**src/rtl/vga_timing_pkg.sv**
```systemverilog
// Shared definitions for the VGA/SVGA raster timing generator.
//
// Contents:
//   run_state_t      - run/idle state of the generator
//   timing_mode_t    - one complete set of raster timing values
//   VGA_640x480_60   - 640x480 @ 60 Hz, negative sync polarity
//   SVGA_800x600_60  - 800x600 @ 60 Hz, positive sync polarity
//   clog2()          - bits needed to count 0..value-1, used in width checks
package vga_timing_pkg;

  typedef enum logic {
    ST_IDLE = 1'b0,
    ST_RUN  = 1'b1
  } run_state_t;

  typedef struct packed {
    int   h_active;
    int   h_fp;
    int   h_sync;
    int   h_bp;
    int   v_active;
    int   v_fp;
    int   v_sync;
    int   v_bp;
    logic hs_pol;
    logic vs_pol;
  } timing_mode_t;

  localparam timing_mode_t VGA_640x480_60 = '{
    h_active: 640, h_fp: 16, h_sync: 96,  h_bp: 48,
    v_active: 480, v_fp: 10, v_sync: 2,   v_bp: 33,
    hs_pol: 1'b0, vs_pol: 1'b0
  };

  localparam timing_mode_t SVGA_800x600_60 = '{
    h_active: 800, h_fp: 40, h_sync: 128, h_bp: 88,
    v_active: 600, v_fp: 1,  v_sync: 4,   v_bp: 23,
    hs_pol: 1'b1, vs_pol: 1'b1
  };

  // Number of bits needed to represent value-1 (0 for value <= 1).
  function automatic int clog2(input int value);
    int result;
    int rem;
    result = 0;
    rem = value - 1;
    while (rem > 0) begin
      result = result + 1;
      rem = rem >> 1;
    end
    return result;
  endfunction

endpackage

```
**src/rtl/vga_timing_gen_axis.sv**
```systemverilog
// timing_axis: one raster axis (horizontal or vertical) of the timing generator.
//
// A wrap counter over ACTIVE+FP+SYNC+BP positions with a registered sync
// output derived from the same next value as the count, so count and sync
// always change together.
//
// Ports:
//   clk, rst     clock, asynchronous active-high reset
//   clr          force the axis to its idle position (count 0, sync inactive)
//   inc          advance one position this edge (wraps after the last one)
//   count        registered position
//   sync         registered sync level, POL while in the sync window
//   at_last      current count is the last position (drives the next axis)
//   count_next   position that will be loaded on this edge
//   active_next  position being loaded is visible and the axis is not idle
//   first_next   position being loaded is 0
//   last_next    position being loaded is the last one
module timing_axis
  import vga_timing_pkg::*;
#(
  parameter int ACTIVE = 800,
  parameter int FP     = 40,
  parameter int SYNC   = 128,
  parameter int BP     = 88,
  parameter bit POL    = 1'b1,
  parameter int W      = 11
) (
  input  logic         clk,
  input  logic         rst,
  input  logic         clr,
  input  logic         inc,
  output logic [W-1:0] count,
  output logic         sync,
  output logic         at_last,
  output logic [W-1:0] count_next,
  output logic         active_next,
  output logic         first_next,
  output logic         last_next
);

  localparam int TOTAL      = ACTIVE + FP + SYNC + BP;
  localparam int SYNC_START = ACTIVE + FP;
  localparam int SYNC_END   = ACTIVE + FP + SYNC;
  localparam logic [W-1:0] LAST = W'(TOTAL - 1);

  // Bad parameter sets must stop elaboration rather than produce a
  // silently wrong raster.
  generate
    if (ACTIVE < 1 || FP < 1 || SYNC < 1 || BP < 1) begin : g_bad_timing
      $error("timing_axis: ACTIVE, FP, SYNC and BP must all be >= 1");
    end
    if (W < 1 || W > 31 || clog2(TOTAL) > W) begin : g_bad_width
      $error("timing_axis: counter width W cannot hold TOTAL-1");
    end
  endgenerate

  logic sync_next;

  assign at_last = (count == LAST);

  always_comb begin
    count_next = count;
    if (clr) begin
      count_next = '0;
    end else if (inc) begin
      count_next = at_last ? '0 : count + W'(1);
    end
  end

  // Window compares are done at 32 bits against the full parameter values
  // so nothing is truncated to the counter width.
  always_comb begin
    sync_next   = ((32'(count_next) >= SYNC_START) && (32'(count_next) < SYNC_END)) ? POL : ~POL;
    active_next = ~clr && (32'(count_next) < ACTIVE);
    first_next  = (count_next == '0);
    last_next   = (count_next == LAST);
  end

  always_ff @(posedge clk or posedge rst) begin
    if (rst) begin
      count <= '0;
      sync  <= ~POL;
    end else begin
      count <= count_next;
      sync  <= sync_next;
    end
  end

endmodule

```
**src/rtl/vga_timing_gen.sv**
```systemverilog
// vga_timing_gen: parametrised VGA/SVGA raster timing generator.
//
// Combines a horizontal and a vertical timing_axis, adds run/idle control,
// a pixel clock enable, data enable and one-clock line/frame markers.
// Every output is a register loaded from the same next-position values, so
// sync, de and the markers always describe the hcount/vcount shown in the
// same cycle.
//
// Ports:
//   clk          pixel-domain clock
//   rst          asynchronous active-high reset
//   ce           pixel enable; the position moves only on edges with ce=1
//   en           run control; 0 forces idle on any edge
//   hcount       current column, 0..H_TOTAL-1
//   vcount       current line, 0..V_TOTAL-1
//   hsync        horizontal sync, active level HS_POL
//   vsync        vertical sync, active level VS_POL
//   de           data enable (visible region while running)
//   line_start   pulse when a position with hcount=0 is loaded
//   frame_start  pulse when position (0,0) is loaded
//   line_end     pulse when hcount=H_TOTAL-1 is loaded
//   frame_end    pulse when (H_TOTAL-1, V_TOTAL-1) is loaded
module vga_timing_gen
  import vga_timing_pkg::*;
#(
  parameter int H_ACTIVE = 800,
  parameter int H_FP     = 40,
  parameter int H_SYNC   = 128,
  parameter int H_BP     = 88,
  parameter int V_ACTIVE = 600,
  parameter int V_FP     = 1,
  parameter int V_SYNC   = 4,
  parameter int V_BP     = 23,
  parameter bit HS_POL   = 1'b1,
  parameter bit VS_POL   = 1'b1,
  parameter int HW       = 11,
  parameter int VW       = 10
) (
  input  logic          clk,
  input  logic          rst,
  input  logic          ce,
  input  logic          en,
  output logic [HW-1:0] hcount,
  output logic [VW-1:0] vcount,
  output logic          hsync,
  output logic          vsync,
  output logic          de,
  output logic          line_start,
  output logic          frame_start,
  output logic          line_end,
  output logic          frame_end
);

  run_state_t state, state_next;

  logic          running;
  logic          clr;
  logic          load;
  logic          h_inc;
  logic          v_inc;
  logic          h_at_last;
  logic          v_at_last;
  logic [HW-1:0] h_count_next;
  logic [VW-1:0] v_count_next;
  logic          h_active_next;
  logic          v_active_next;
  logic          h_first_next;
  logic          v_first_next;
  logic          h_last_next;
  logic          v_last_next;

  // Run/idle state: idle leaves on the first qualified edge with en=1,
  // and en=0 returns to idle on any edge, ce or not.
  always_ff @(posedge clk or posedge rst) begin
    if (rst) begin
      state <= ST_IDLE;
    end else begin
      state <= state_next;
    end
  end

  always_comb begin
    state_next = state;
    case (state)
      ST_IDLE: if (en && ce) state_next = ST_RUN;
      ST_RUN:  if (!en) state_next = ST_IDLE;
    endcase
  end

  assign running = (state == ST_RUN);
  // Both axes are held at their idle position whenever the next state is
  // idle; this covers en=0 as well as en=1 with no ce yet.
  assign clr     = (state_next == ST_IDLE);
  // A qualified edge either loads (0,0) from idle or advances one pixel;
  // in both cases a new position is presented and markers may fire.
  assign load    = en && ce;
  // From idle the axes already sit at 0, so the first qualified edge
  // presents (0,0) without incrementing.
  assign h_inc   = running && ce;
  assign v_inc   = h_at_last && h_inc;

  timing_axis #(
    .ACTIVE (H_ACTIVE),
    .FP     (H_FP),
    .SYNC   (H_SYNC),
    .BP     (H_BP),
    .POL    (HS_POL),
    .W      (HW)
  ) u_h_axis (
    .clk         (clk),
    .rst         (rst),
    .clr         (clr),
    .inc         (h_inc),
    .count       (hcount),
    .sync        (hsync),
    .at_last     (h_at_last),
    .count_next  (h_count_next),
    .active_next (h_active_next),
    .first_next  (h_first_next),
    .last_next   (h_last_next)
  );

  timing_axis #(
    .ACTIVE (V_ACTIVE),
    .FP     (V_FP),
    .SYNC   (V_SYNC),
    .BP     (V_BP),
    .POL    (VS_POL),
    .W      (VW)
  ) u_v_axis (
    .clk         (clk),
    .rst         (rst),
    .clr         (clr),
    .inc         (v_inc),
    .count       (vcount),
    .sync        (vsync),
    .at_last     (v_at_last),
    .count_next  (v_count_next),
    .active_next (v_active_next),
    .first_next  (v_first_next),
    .last_next   (v_last_next)
  );

  // The raw next counts are already folded into the first/last/active
  // flags; they stay visible here only for debug probing.
  logic unused_bits;
  assign unused_bits = ^{h_count_next, v_count_next, v_at_last};

  // Markers are gated by load so they are exactly one clk wide and never
  // appear on a ce=0 edge, however sparse ce is.
  always_ff @(posedge clk or posedge rst) begin
    if (rst) begin
      de          <= 1'b0;
      line_start  <= 1'b0;
      frame_start <= 1'b0;
      line_end    <= 1'b0;
      frame_end   <= 1'b0;
    end else begin
      de          <= h_active_next && v_active_next;
      line_start  <= load && h_first_next;
      frame_start <= load && h_first_next && v_first_next;
      line_end    <= load && h_last_next;
      frame_end   <= load && h_last_next && v_last_next;
    end
  end

endmodule
```
**config.mk**
```make
export PLATFORM = sky130hd
export DESIGN_NAME = vga_timing_gen
export DESIGN_NICKNAME = d
export VERILOG_FILES = /design/src/rtl/vga_timing_pkg.sv /design/src/rtl/vga_timing_gen_axis.sv /design/src/rtl/vga_timing_gen.sv
export SDC_FILE = /design/constraint.sdc
export NUM_CORES = 1
export LEC_CHECK = 0
export BUFFER_PORTS_ARGS = -buffer_cell sky130_fd_sc_hd__buf_2
export CAP_MARGIN = 20
export CORE_ASPECT_RATIO = 0.5
export CORE_MARGIN = 3
export CORE_UTILIZATION = 59
export CTS_CLUSTER_SIZE = 25
export DETAILED_ROUTE_END_ITERATION = 16
export GPL_TIMING_DRIVEN = 0
export PLACE_DENSITY_LB_ADDON = 0.05
export SLEW_MARGIN = 20
export SYNTH_ARGS = -nofsm -noshare
export SYNTH_HDL_FRONTEND = slang
export SYNTH_SLANG_ARGS = --single-unit
```
**constraint.sdc**
```tcl
create_clock -name clk -period 3.7 [get_ports clk]
set_clock_uncertainty 0.05 [all_clocks]
set_input_delay 0.74 -clock clk [delete_from_list [all_inputs] [get_ports clk]]
set_output_delay 0.74 -clock clk [all_outputs]
set_load 0.02 [all_outputs]
```
# Word-level counts from Yosys, hierarchy flattened

Cells that the tools add are included.

Flip-flop bits (word level): 29
Output and inout port bits: 28

Add/subtract/negate cells: 2
Magnitude comparators: 6
Equal/unequal tests: 4
Mux-type cells: 11
Bitwise gates (word level): 1
Reduce and logical (&&, ||, !) cells: 14

Operator list:

| operator              | count |
|---|---|
| $mux 11               | 3 |
| $mux 10               | 3 |
| $eq 11x11->1 const B  | 2 |
| $lt 11x10->1 const B  | 2 |
| $eq 10x10->1 const B  | 2 |
| $lt 10x10->1 const B  | 2 |
| $logic_and 1x1->1     | 12 |
| $add 11x1->11 const B | 1 |
| $ge 11x10->1 const B  | 1 |
| $logic_not 11->1      | 1 |
| $add 10x1->10 const B | 1 |
| $ge 10x10->1 const B  | 1 |
| $logic_not 10->1      | 1 |
| $mux 1                | 4 |
| $pmux 1 s2            | 1 |
| $not 1->1             | 1 |

# Logic depth before layout (Yosys ltp)

Gate-level depths: netlist of the first run.

Depth after elaboration: 7
Mapped depth: 10
Mapped depth without buffers: 8

# Cells and area by module

From an unflattened synthesis of the first run, not the netlist that was laid out.

Cell total of the unflattened synthesis: 225
Area, all modules: 2112.0 sq um

Modules (own cells, without submodules):

| module                 | times used | cells an instance | area each (sq um) |
|---|---|---|---|
| timing_axis (u_h_axis) | 1          | 111               | 987.2 |
| timing_axis (u_v_axis) | 1          | 98                | 904.6 |
| vga_timing_gen         | 1          | 16                | 220.2 |

# Worst setup path before layout of the first run

No wires, ideal clock.

Path type: input port to flip-flop
From: input ce
To: register de
Arrival time: 2.427 ns
Data required time: 3.527 ns
Slack: 1.100 ns
Cell stages on the path: 10
Path buffers: 3
Path through: buf_6 and4_1 buf_6 nand4_4 or2_1 buf_6 o31ai_4 and3_1 a211oi_1 o221a_1

Longest elaborated chain between the ends: 7
Elaborated cells on any way between the ends: 14

RTL lines:

| element                                     | line                                            | source |
|---|---|---|
| start: declaration                          | vga_timing_gen.sv:41                            | `input logic ce,` |
| $logic_and 1x1->1 (on tied branches)        | vga_timing_gen.sv:85, vga_timing_gen.sv:99      |  |
| $mux 1 or $logic_and 1x1->1 (tied branches) | vga_timing_gen.sv:85, vga_timing_gen.sv:100     |  |
| $pmux 1 s2 or $mux 10 (tied branches)       | vga_timing_gen.sv:84, vga_timing_gen_axis.sv:65 |  |
| $mux 10 *                                   | vga_timing_gen_axis.sv:63                       | `if (clr) begin` |
| net u_v_axis.count_next[4]                  | vga_timing_gen_axis.sv:35                       | `output logic [W-1:0] count_next,` |
| $lt 10x10->1 *                              | vga_timing_gen_axis.sv:74                       | `active_next = ~clr && (32'(count_next) < ACTIVE);` |
| $logic_and 1x1->1 *                         | vga_timing_gen_axis.sv:74                       |  |
| $logic_and 1x1->1 *                         | vga_timing_gen.sv:159                           | `de <= h_active_next && v_active_next;` |
| end signal: assignment                      | vga_timing_gen.sv:159                           |  |
| end: declaration                            | vga_timing_gen.sv:47                            | `output logic de,` |

The timed path passes the listed nets; every way through them passes the cells marked *.

# Worst setup path in the final report of the first run

From: register u_h_axis.count[0]
To: register frame_end

Longest elaborated chain between the ends: 7
Elaborated cells on any way between the ends: 12

RTL lines:

| element                                       | line                                                 | source |
|---|---|---|
| start: declaration                            | vga_timing_gen_axis.sv:32                            | `output logic [W-1:0] count,` |
| start signal: assignment                      | vga_timing_gen_axis.sv:84                            | `count <= count_next;` |
| $add 11x1->11 or $eq 11x11->1 (tied branches) | vga_timing_gen_axis.sv:66, vga_timing_gen_axis.sv:59 |  |
| $mux 11                                       | vga_timing_gen_axis.sv:66                            | `count_next = at_last ? '0 : count + W'(1);` |
| $mux 11                                       | vga_timing_gen_axis.sv:65                            | `end else if (inc) begin` |
| $mux 11                                       | vga_timing_gen_axis.sv:63                            |  |
| $eq 11x11->1                                  | vga_timing_gen_axis.sv:76                            | `last_next = (count_next == LAST);` |
| $logic_and 1x1->1                             | vga_timing_gen.sv:163                                | `frame_end <= load && h_last_next && v_last_next;` |
| $logic_and 1x1->1 *                           | vga_timing_gen.sv:163                                |  |
| end signal: assignment                        | vga_timing_gen.sv:163                                |  |
| end: declaration                              | vga_timing_gen.sv:51                                 | `output logic frame_end` |

Every way passes the cells marked *; elsewhere a longest branch is shown, timed or not.

==> results of run 1 <==
==> flip-flops by register name (all words and copies together), names as in the netlist <==
register        count
frame_end           1
u_v_axis.sync       1
line_end            1
u_v_axis.count     10
de                  1
u_h_axis.sync       1
u_h_axis.count     11
running             1
frame_start         1
line_start          1
==> routing by layer <==
layer | wire length, µm | up-vias | part of all wire (%)
met5 | 0 | - | 0
li1 | - | 756 | -
met1 | 1960 | 805 | 44
met4 | 126 | 0 | 2.8
met3 | 354 | 16 | 8.0
met2 | 1990 | 87 | 45
==> synth_stat cells, drive strengths merged, types with 4 or more instances <==
cell type | n | share of area [%]
a21oi | 8 | 2.2
and2 | 4 | 1.4
buf | 5 | 2.5
dfrtp | 29 | 40
inv | 8 | 1.6
nand2 | 20 | 4.5
nand3 | 9 | 2.5
nand4 | 6 | 2.9
nor2 | 13 | 2.7
nor3 | 8 | 2.2
nor4b | 4 | 3.4
o21ai | 12 | 3.7
o31ai | 6 | 5.0
or2 | 4 | 1.4
xnor2 | 4 | 1.9
==> metrics by stage <==
| step | area [µm²] | utilization [%] |
|---|---|---|
| 2_1_floorplan | 1830 | - |
| 3_3_place_gp | 2030 | 73.3 |
| 3_5_place_dp | 2030 | 73.3 |
| 4_1_cts | 2110 | 76.2 |
| 5_1_grt | 2110 | 76.2 |
| 6_report | 2110 | 76.2 |
==> cell families (layout without fill, tap and decap cells) <==
kind of cell	count (synthesis)	after routing
xor+xnor	6	6
mux	1	1
fa+ha+maj	2	2
compound gates	42	42
simple gates	90	90
flops	29	29
buf+inv	13	51
==> critical path, delay by kind of cell, from the launching register on <==
family	cells	cell delay, ns
and+or+nand+nor	5	1.18
AOI/OAI and AO/OA	2	0.57
DFF	1	0.48
adders and majority gates	1	0.28
buffers and inverters	1	0.13
==> placed cells by master, fill, tap and decap left out, types with 2 or more instances in the layout <==
| cell | instances |
|---|---|
| o21a_1 | 2 |
| a211oi_1 | 2 |
| and3_1 | 2 |
| nor2_1 | 13 |
| o211ai_1 | 3 |
| nand2_1 | 19 |
| and4b_1 | 2 |
| nand3_1 | 9 |
| buf_6 | 3 |
| nor3_1 | 8 |
| o21ai_1 | 2 |
| inv_2 | 2 |
| nor4b_2 | 2 |
| dfrtp_1 | 29 |
| o31ai_4 | 3 |
| nand4_1 | 5 |
| o21ai_2 | 2 |
| ha_1 | 2 |
| a21oi_1 | 8 |
| inv_1 | 6 |
| and4_1 | 3 |
| buf_2 | 31 |
| or3_1 | 3 |
| o31ai_1 | 2 |
| nand2b_1 | 3 |
| clkbuf_8 | 5 |
| o21ai_0 | 8 |
| xor2_1 | 2 |
| clkbuf_1 | 3 |
| and2_1 | 4 |
| or2_1 | 3 |
| xnor2_1 | 4 |
==> worst max path at each step <==
stage	end	start
floorplan	de	ce
global placement	frame_start	ce
detailed placement	frame_end	ce
CTS	frame_end	u_h_axis.count[0]
global route	frame_end	u_h_axis.count[0]
finish	frame_end	u_h_axis.count[0]
==> power groups by stage <==
stage	sequential [mW]	clock, mW	combinational (mW)
finish	0.322	0.251	0.0398
global route	0.322	0.274	0.0439
CTS	0.322	0.255	0.0398
detailed placement	0.328	0	0.0394
global placement	0.328	0	0.0384
floorplan	0.331	0	0.0242
==> area by class of cell <==
class                      count  area [µm²]
multi-input combinational    141        1030
sequential                    29         726
fill                         193         658
timing repair buffer          30         150
clock buffer                   8        80.1
buffer                         5        46.3
tap                           37        46.3
inverter                       8        30.0
==> out/summary.md, run 1 <==
In the global route stage, met2 resource usage came out at 40.1%. The tools report the number of sinks handled by clock tree synthesis as 29. Cell internal power was estimated by the tool at 0.466 mW. Clock-pin slew was measured on the worst setup and hold paths at 0.06 ns. After detailed routing, the average wire length per cell comes to 17.2 µm.

Buffers placed on the I/O ports in this run total 30. For the global-route wire length before repair, the log shows 7.42 mm. The number of antenna diodes in the final layout is 0. For this design the ratio of total power to cell area is 291 mW/mm².

For the number of placed I/O pins, the log shows 32. The startpoint identified for the worst register-to-register timing path is u_h_axis.count[0]. The clock power share is 40.9%. By area, the combinational part of the netlist is dominated by simple AND/OR/NAND/NOR gates. In this run the mean area of a mapped cell was 10.0 µm². The final layout contains routed wiring with a total length of 4.44 mm.

The total area inside the core boundary comes to 0.00277 mm². The warning count from the yosys run was 0. Destination of the worst register-to-register timing path: frame_end. In this run the remaining antenna-violating nets after routing total 0. The run gives 70 as the iteration-0 DRC count of the detailed router.

Synthesis produced a netlist with a net count of 189. The flip-flop and latch count after synthesis is 29, and the starting density of the core is 66.2%. The tightest hold path in the finished design has a slack of 0.477 ns.

The type of the worst setup path is register to register. After synthesis, the share of flip-flops with an asynchronous set or reset is 100%. The share of the Yosys chip area taken by registers is 39.6%. The simple-gate area share of the yosys netlist was 32.5%; the layout overhead on the synthesized area was 15.1%. Ratio of final minimum period to clock period: 75.6%. Setup repair after global routing left no endpoint under its margin. Mux cell area share after synthesis: 0.547%. Buffers added to address setup during post-CTS repair amount to 0. Setup slack on the worst reg-to-reg path comes out at 0.90 ns.

At the worst endpoint, the arrival time is 2.93 ns. Measured in cells, the most critical reg-to-reg path has a length of 9. The run gives 0 as the max-slew violation total from the final report. In this run the number of H-tree levels came out at 2. The via count of the first global-routing pass was 1518.

The endpoint required time on the critical path is 3.83 ns, and the maximum clock path buffer count is 2. Headroom to the max-slew limit came out at 50.0%. For this run, the number of standard cells in the final layout without fillers is 258. Of the total power, registers draw 52.6%. In this run the cell area of the synthesized design comes to 0.00183 mm².

For the post-route total power, the log shows 0.613 mW. The share of the synthesized area in compound gates (AO/OA/AOI/OAI) is 18.9%, and the largest net degree at the start of global routing is 30. For the hold-fix buffer count after cts, the log shows 0. The run finished with clean final reports. Global routing used 8.12% of the available met3 tracks. Post-synthesis xor/xnor area fraction: 2.87%.

The delay of the slowest cell on the worst path is 0.48 ns, and the number of DRC violations after detailed routing is 0. TritonCTS built the clock tree. Of the total synthesized cell area, the portion taken by full adders, half adders and majority gates is 1.37%.

The synthesized design contains 0 enable-type register cells. The floorplan step defined a die boundary enclosing 0.00385 mm². Walking the worst path, the cells encountered are ha_1 > and4_1 > buf_6 > a31oi_1 > o21ai_1 > nand4b_1 > nor3_1 > nand4_1 > nor4_2. Among all stages on the critical path, the largest delay is contributed by dfrtp_1.

For this run the aggregate overflow at the end of global routing stands at 0. The min-delay analysis places its worst path in the category input pin to async pin. Once placement completed, the tool counted placed cells totaling 250. Static timing analysis puts the maximum clock frequency at 358 MHz. The prevailing post-synth register cell was dfrtp_1. The run gives 0.997 nW as the reported leakage power.

In this run the worst path has a maximum fanout of 8. The launching element type of the critical path is a register. The HPWL after detailed placement came out at 3.25 mm. The tools report the setup TNS as 0 ns. In the final layout, the share of cells above drive strength 1 is 27.1%. For the pin with the worst max-slew slack, the measured transition is 0.746 ns. After detailed routing, the number of vias per cell comes to 6.45. The number of distinct library cell variants in the gate-level netlist after synthesis was 56; the final critical delay including setup and external delays was 2.80 ns.

VDD sags by at most 0.214 mV. The tools report the final-report hold violation count as 0. Clock latency on the worst-skew pair, taken at its later pin, is 0.28 ns.

For the worst setup margin, the log shows 0.903 ns. The number of clock buffers added by TritonCTS is 5. Timing analysis after detailed placement gives a worst setup slack of 0.858 ns. STA classifies the critical path endpoint as a register. The number of antenna violations at the first check in global routing was 0. Global placement routability congestion: 0.857. Across every metal layer, demand over resource in global routing totals 25.7%. The pre-antenna-repair detailed-routing pass consisted of 5 iterations. The number of max-capacitance violations reported was 0; the setup violation total in the final timing report was 0.

The number of cells upsized or downsized after cts was 0; the net switching fraction of the power was 24.1%. The layer flagged by global routing as most heavily used is met2. The net count of the finished layout is 226.

Across all layers, the routed design uses 1664 vias. Cell at the root of the clock tree: clkbuf_8. For the met1 routing resource usage after global routing, the log shows 33.4%.

The width of the chip works out to 84.8 µm. Measured along the y axis, the die boundary spans 45.4 µm. The gate count of the mapped netlist is 183. The initialized floorplan defines 13 standard-cell rows. Combinational logic burns 6.5% of the power.

For this design the total switching power over the nets is 0.147 mW.
(Power assumes the default switching activity.)
==> inputs of run 2 (changes only) <==
--- a/config.mk
+++ b/config.mk
@@ -9,7 +9,7 @@
 export CAP_MARGIN = 20
 export CORE_ASPECT_RATIO = 0.5
 export CORE_MARGIN = 3
-export CORE_UTILIZATION = 59
+export CORE_UTILIZATION = 50
 export CTS_CLUSTER_SIZE = 25
 export DETAILED_ROUTE_END_ITERATION = 16
 export GPL_TIMING_DRIVEN = 0
==> constraint.sdc (replaced) <==
create_clock -name clk -period 2.55 [get_ports clk]
set_clock_uncertainty 0.05 [all_clocks]
set_input_delay 0.51 -clock clk [delete_from_list [all_inputs] [get_ports clk]]
set_output_delay 0.51 -clock clk [all_outputs]
set_load 0.02 [all_outputs]
==> run 2 against run 1 <==
- design area grew 5.2%
- clock power is 54% higher
- clock-buffer cell count fell by 1
- global-route usage is 4.1 points lower
- critical path type unchanged
- register-to-register slack got worse by 0.79 ns
- sequential power is 45% higher
- core utilization down 7.8 points
- hold slack worse by 0.23 ns
- die area up 16%
- critical endpoint is now de
==> out/summary.md, run 2 (synthesis gave the netlist of run 1 again) <==
The wire length after detailed routing was 4.64 mm (+4.6%). The endpoint required time on the critical path is 2.67 ns (-1.16 ns), and the layout overhead on the synthesized area is 21.1%. The delay of the slowest cell on the worst path is 0.42 ns (-0.06 ns). Max-slew violation total from the final report: 0 (unchanged). The largest vdd supply drop was 0.208 mV (-2.5%). The global placement routability congestion came out at 0.904 (+5.5%). The largest registers in the layout are u_h_axis.count (11), u_v_axis.count (10). The slowest stage cell on the critical path is dfrtp_2. The via count of the first global-routing pass was 1494 (-1.6%).

The run gives 0 (unchanged) as the setup violation total in the final timing report. The run gives 2 (unchanged) as the level count of the clock H-tree. The share of final-layout standard cells stronger than drive strength 1 is 33.3% (+6.2 points), and the number of stages on the worst setup path is 9 (unchanged). The core box area came out at 0.00324 mm² (+17%). In this run the worst setup path begins at u_h_axis.count[0]. Type of the worst setup path: register to register. Total inserted antenna cells: 0 (unchanged).

The tools report the final-stage net count as 231 (+2.2%). The total CTS buffers was 5 (unchanged); the slew at the pin closest to its max-slew limit was 0.617 ns (-0.129 ns). In this run the worst setup path terminates at de.

Counting flops per register, the top entry is u_h_axis.count. The critical-path maximum fanout works out to 7 (-1). In this run the critical register-to-register path is launched from u_h_axis.count[0]. Number of DRC violations after detailed routing: 0 (unchanged). Setup repair after global routing left no endpoint under its margin. The upper clock frequency limit was 411 MHz (+15%). The ratio of final minimum period to clock period came out at 95.5% (+20 points). The worst setup margin was 0.114 ns (-0.789 ns). The tools report the number of placed I/O pins as 32 (unchanged).

Placement row count: 14 (+1). The starting density of the core was 56.5% (-9.7 points); the number of max-capacitance violations reported was 0 (unchanged). The class of the tightest hold or removal check was input pin to async pin. The tools report the kind of capture point of the worst setup path as a register.

The relative slew slack was 58.8% (+8.7 points). For the cell area after layout, the log shows 0.00222 mm² (+5.2%). The run gives 7.42 mm (unchanged) as the global-route wire length before repair. The maximum clock path buffer count is 2 (unchanged), and the register clock-pin slew on the reported worst setup and hold paths is 0.06 ns (about the same). The number of sinks handled by clock tree synthesis came out at 29 (unchanged). The width of the chip works out to 91.6 µm (+8.0%).

The setup slack on the worst flop-to-flop path was 0.11 ns (-0.79 ns); the worst setup timing slack at the placement stage was -0.191 ns (-1.05 ns). TritonCTS built the clock tree. For the count of nets left with antenna violations after detail routing, the log shows 0 (unchanged).

The detail-routed via count per cell is 5.93 (-8.1%), and the instance count after placement with tap cells included is 261 (+4.4%). Most common cell after layout, fill and taps aside: buf_2. The logs give 0 (unchanged) for the overall overflow remaining after global route and 0 (unchanged) for the hold-fix buffer count after cts. The run gives 2.56 ns (-0.37 ns) as the data arrival at the endpoint of the critical path.

The detailed-router iteration count before antenna repair was 4 (-1); the number of buffer and inverter stages on the critical path was 1 (unchanged). The logs give 3.21 mm (-1.2%) for the HPWL after detailed placement and 68 (-2.9%) for the iteration-0 DRC count of the detailed router. The clock latency of the later-clocked register in the worst-skew pair is 0.28 ns (about the same).

The library cells used most frequently in the layout, excluding fill and tap cells, are buf_2, dfrtp_1, nand2_1. The final critical delay including setup and external delays was 2.44 ns (-0.361 ns). The critical path goes through ha_2 > and4_1 > buf_6 > a31oi_2 > o2bb2a_1 > o31ai_4 > and3_1 > a211oi_1 > o221a_1.

The largest net degree at the start of global routing was 30 (unchanged). The post-route non-filler standard cell count was 273 (+5.8%); the count of buffers from port buffering was 30 (unchanged). The total number of vias is 1619 (-2.7%), and the flip-flop count of the largest register after layout is 11 (unchanged).

Destination of the worst register-to-register timing path: de. The reported leakage power is 1.04 nW (+4.4%), and the die height is 48.8 µm (+7.5%). The areal power density over the cells was 415 mW/mm² (+43%); the number of antenna violations at the first check in global routing was 0 (unchanged).

The flow ran to the end, and the final reports show no timing, DRC or antenna violations. Area of placed instances: 0.00204 mm² (+0.68%). The number of cells on the worst reg-to-reg path was 9 (unchanged). The cell at the root of the clock tree is clkbuf_8.

Category of cells accounting for the largest share of critical-path delay: compound AO/OA/AOI/OAI gates. The combined global-route utilization of all metal layers is 21.5% (-4.1 points). The mean routed wirelength per cell works out to 17.0 µm (-1.2%).

The run gives 0 (unchanged) as the final-report hold violation count. The overall die area was 0.00447 mm² (+16%). Launching element type of the critical path: a register.

The run gives 68.4% (-7.8 points) as the utilization of the core after routing.
run 2: changes by cell type in the layout (fill, tap and decap cells not counted), moves of 2 or more:
cell	previous run	this run
clkbuf_1	3	1
dfrtp_2	0	3
dfrtp_1	29	26
buf_4	1	6
run 2: repair_timing:
item | CTS | global route
resized for setup | 4 | 8
setup endpoints to repair | 6 | 4
pin swaps | 1 | 3
setup buffers | 2 | 3
run 2: worst min path at each step:
stage,endpoint,cells after the start
floorplan,de,1
global placement,u_v_axis.count[7],1
detailed placement,u_v_axis.count[7],1
CTS,u_h_axis.count[2],2
global route,u_h_axis.count[2],2
finish,u_h_axis.count[1],2
run 2: report_power, final:
part / switching (mW) / internal [mW] / leakage [nW]
Clock: 0.174 / 0.214 / 0.0443
Combinational: 0.0437 / 0.0218 / 0.601
Sequential: 0.00164 / 0.465 / 0.395
Total: 0.219 / 0.700 / 1.04
run 2: cell type report:
type / instances / area (µm²)
multi-input combinational: 141 / 1080
fill: 269 / 1020
sequential: 29 / 729
timing repair buffer: 35 / 188
clock buffer: 7 / 86.3
tap: 48 / 60.1
buffer: 5 / 46.3
inverter: 8 / 30.0
run 2: routing by layer:
metal	routed length, µm	up-vias	GRT usage (%)
met5	0	-	0
met4	91	0	10.0
met3	272	10	6.01
met1	2140	792	28.4
met2	2140	50	32.9
li1	-	767	-
run 2: through the flow:
stage                     TNS, ns  power [mW]  hold WS (ns)
after detailed placement   -0.518       0.533         0.516
after global placement     -0.445       0.532         0.516
after floorplan                 0       0.516         0.538
after global routing            0       0.954         0.309
final                           0       0.920         0.250
after CTS                       0       0.919         0.470
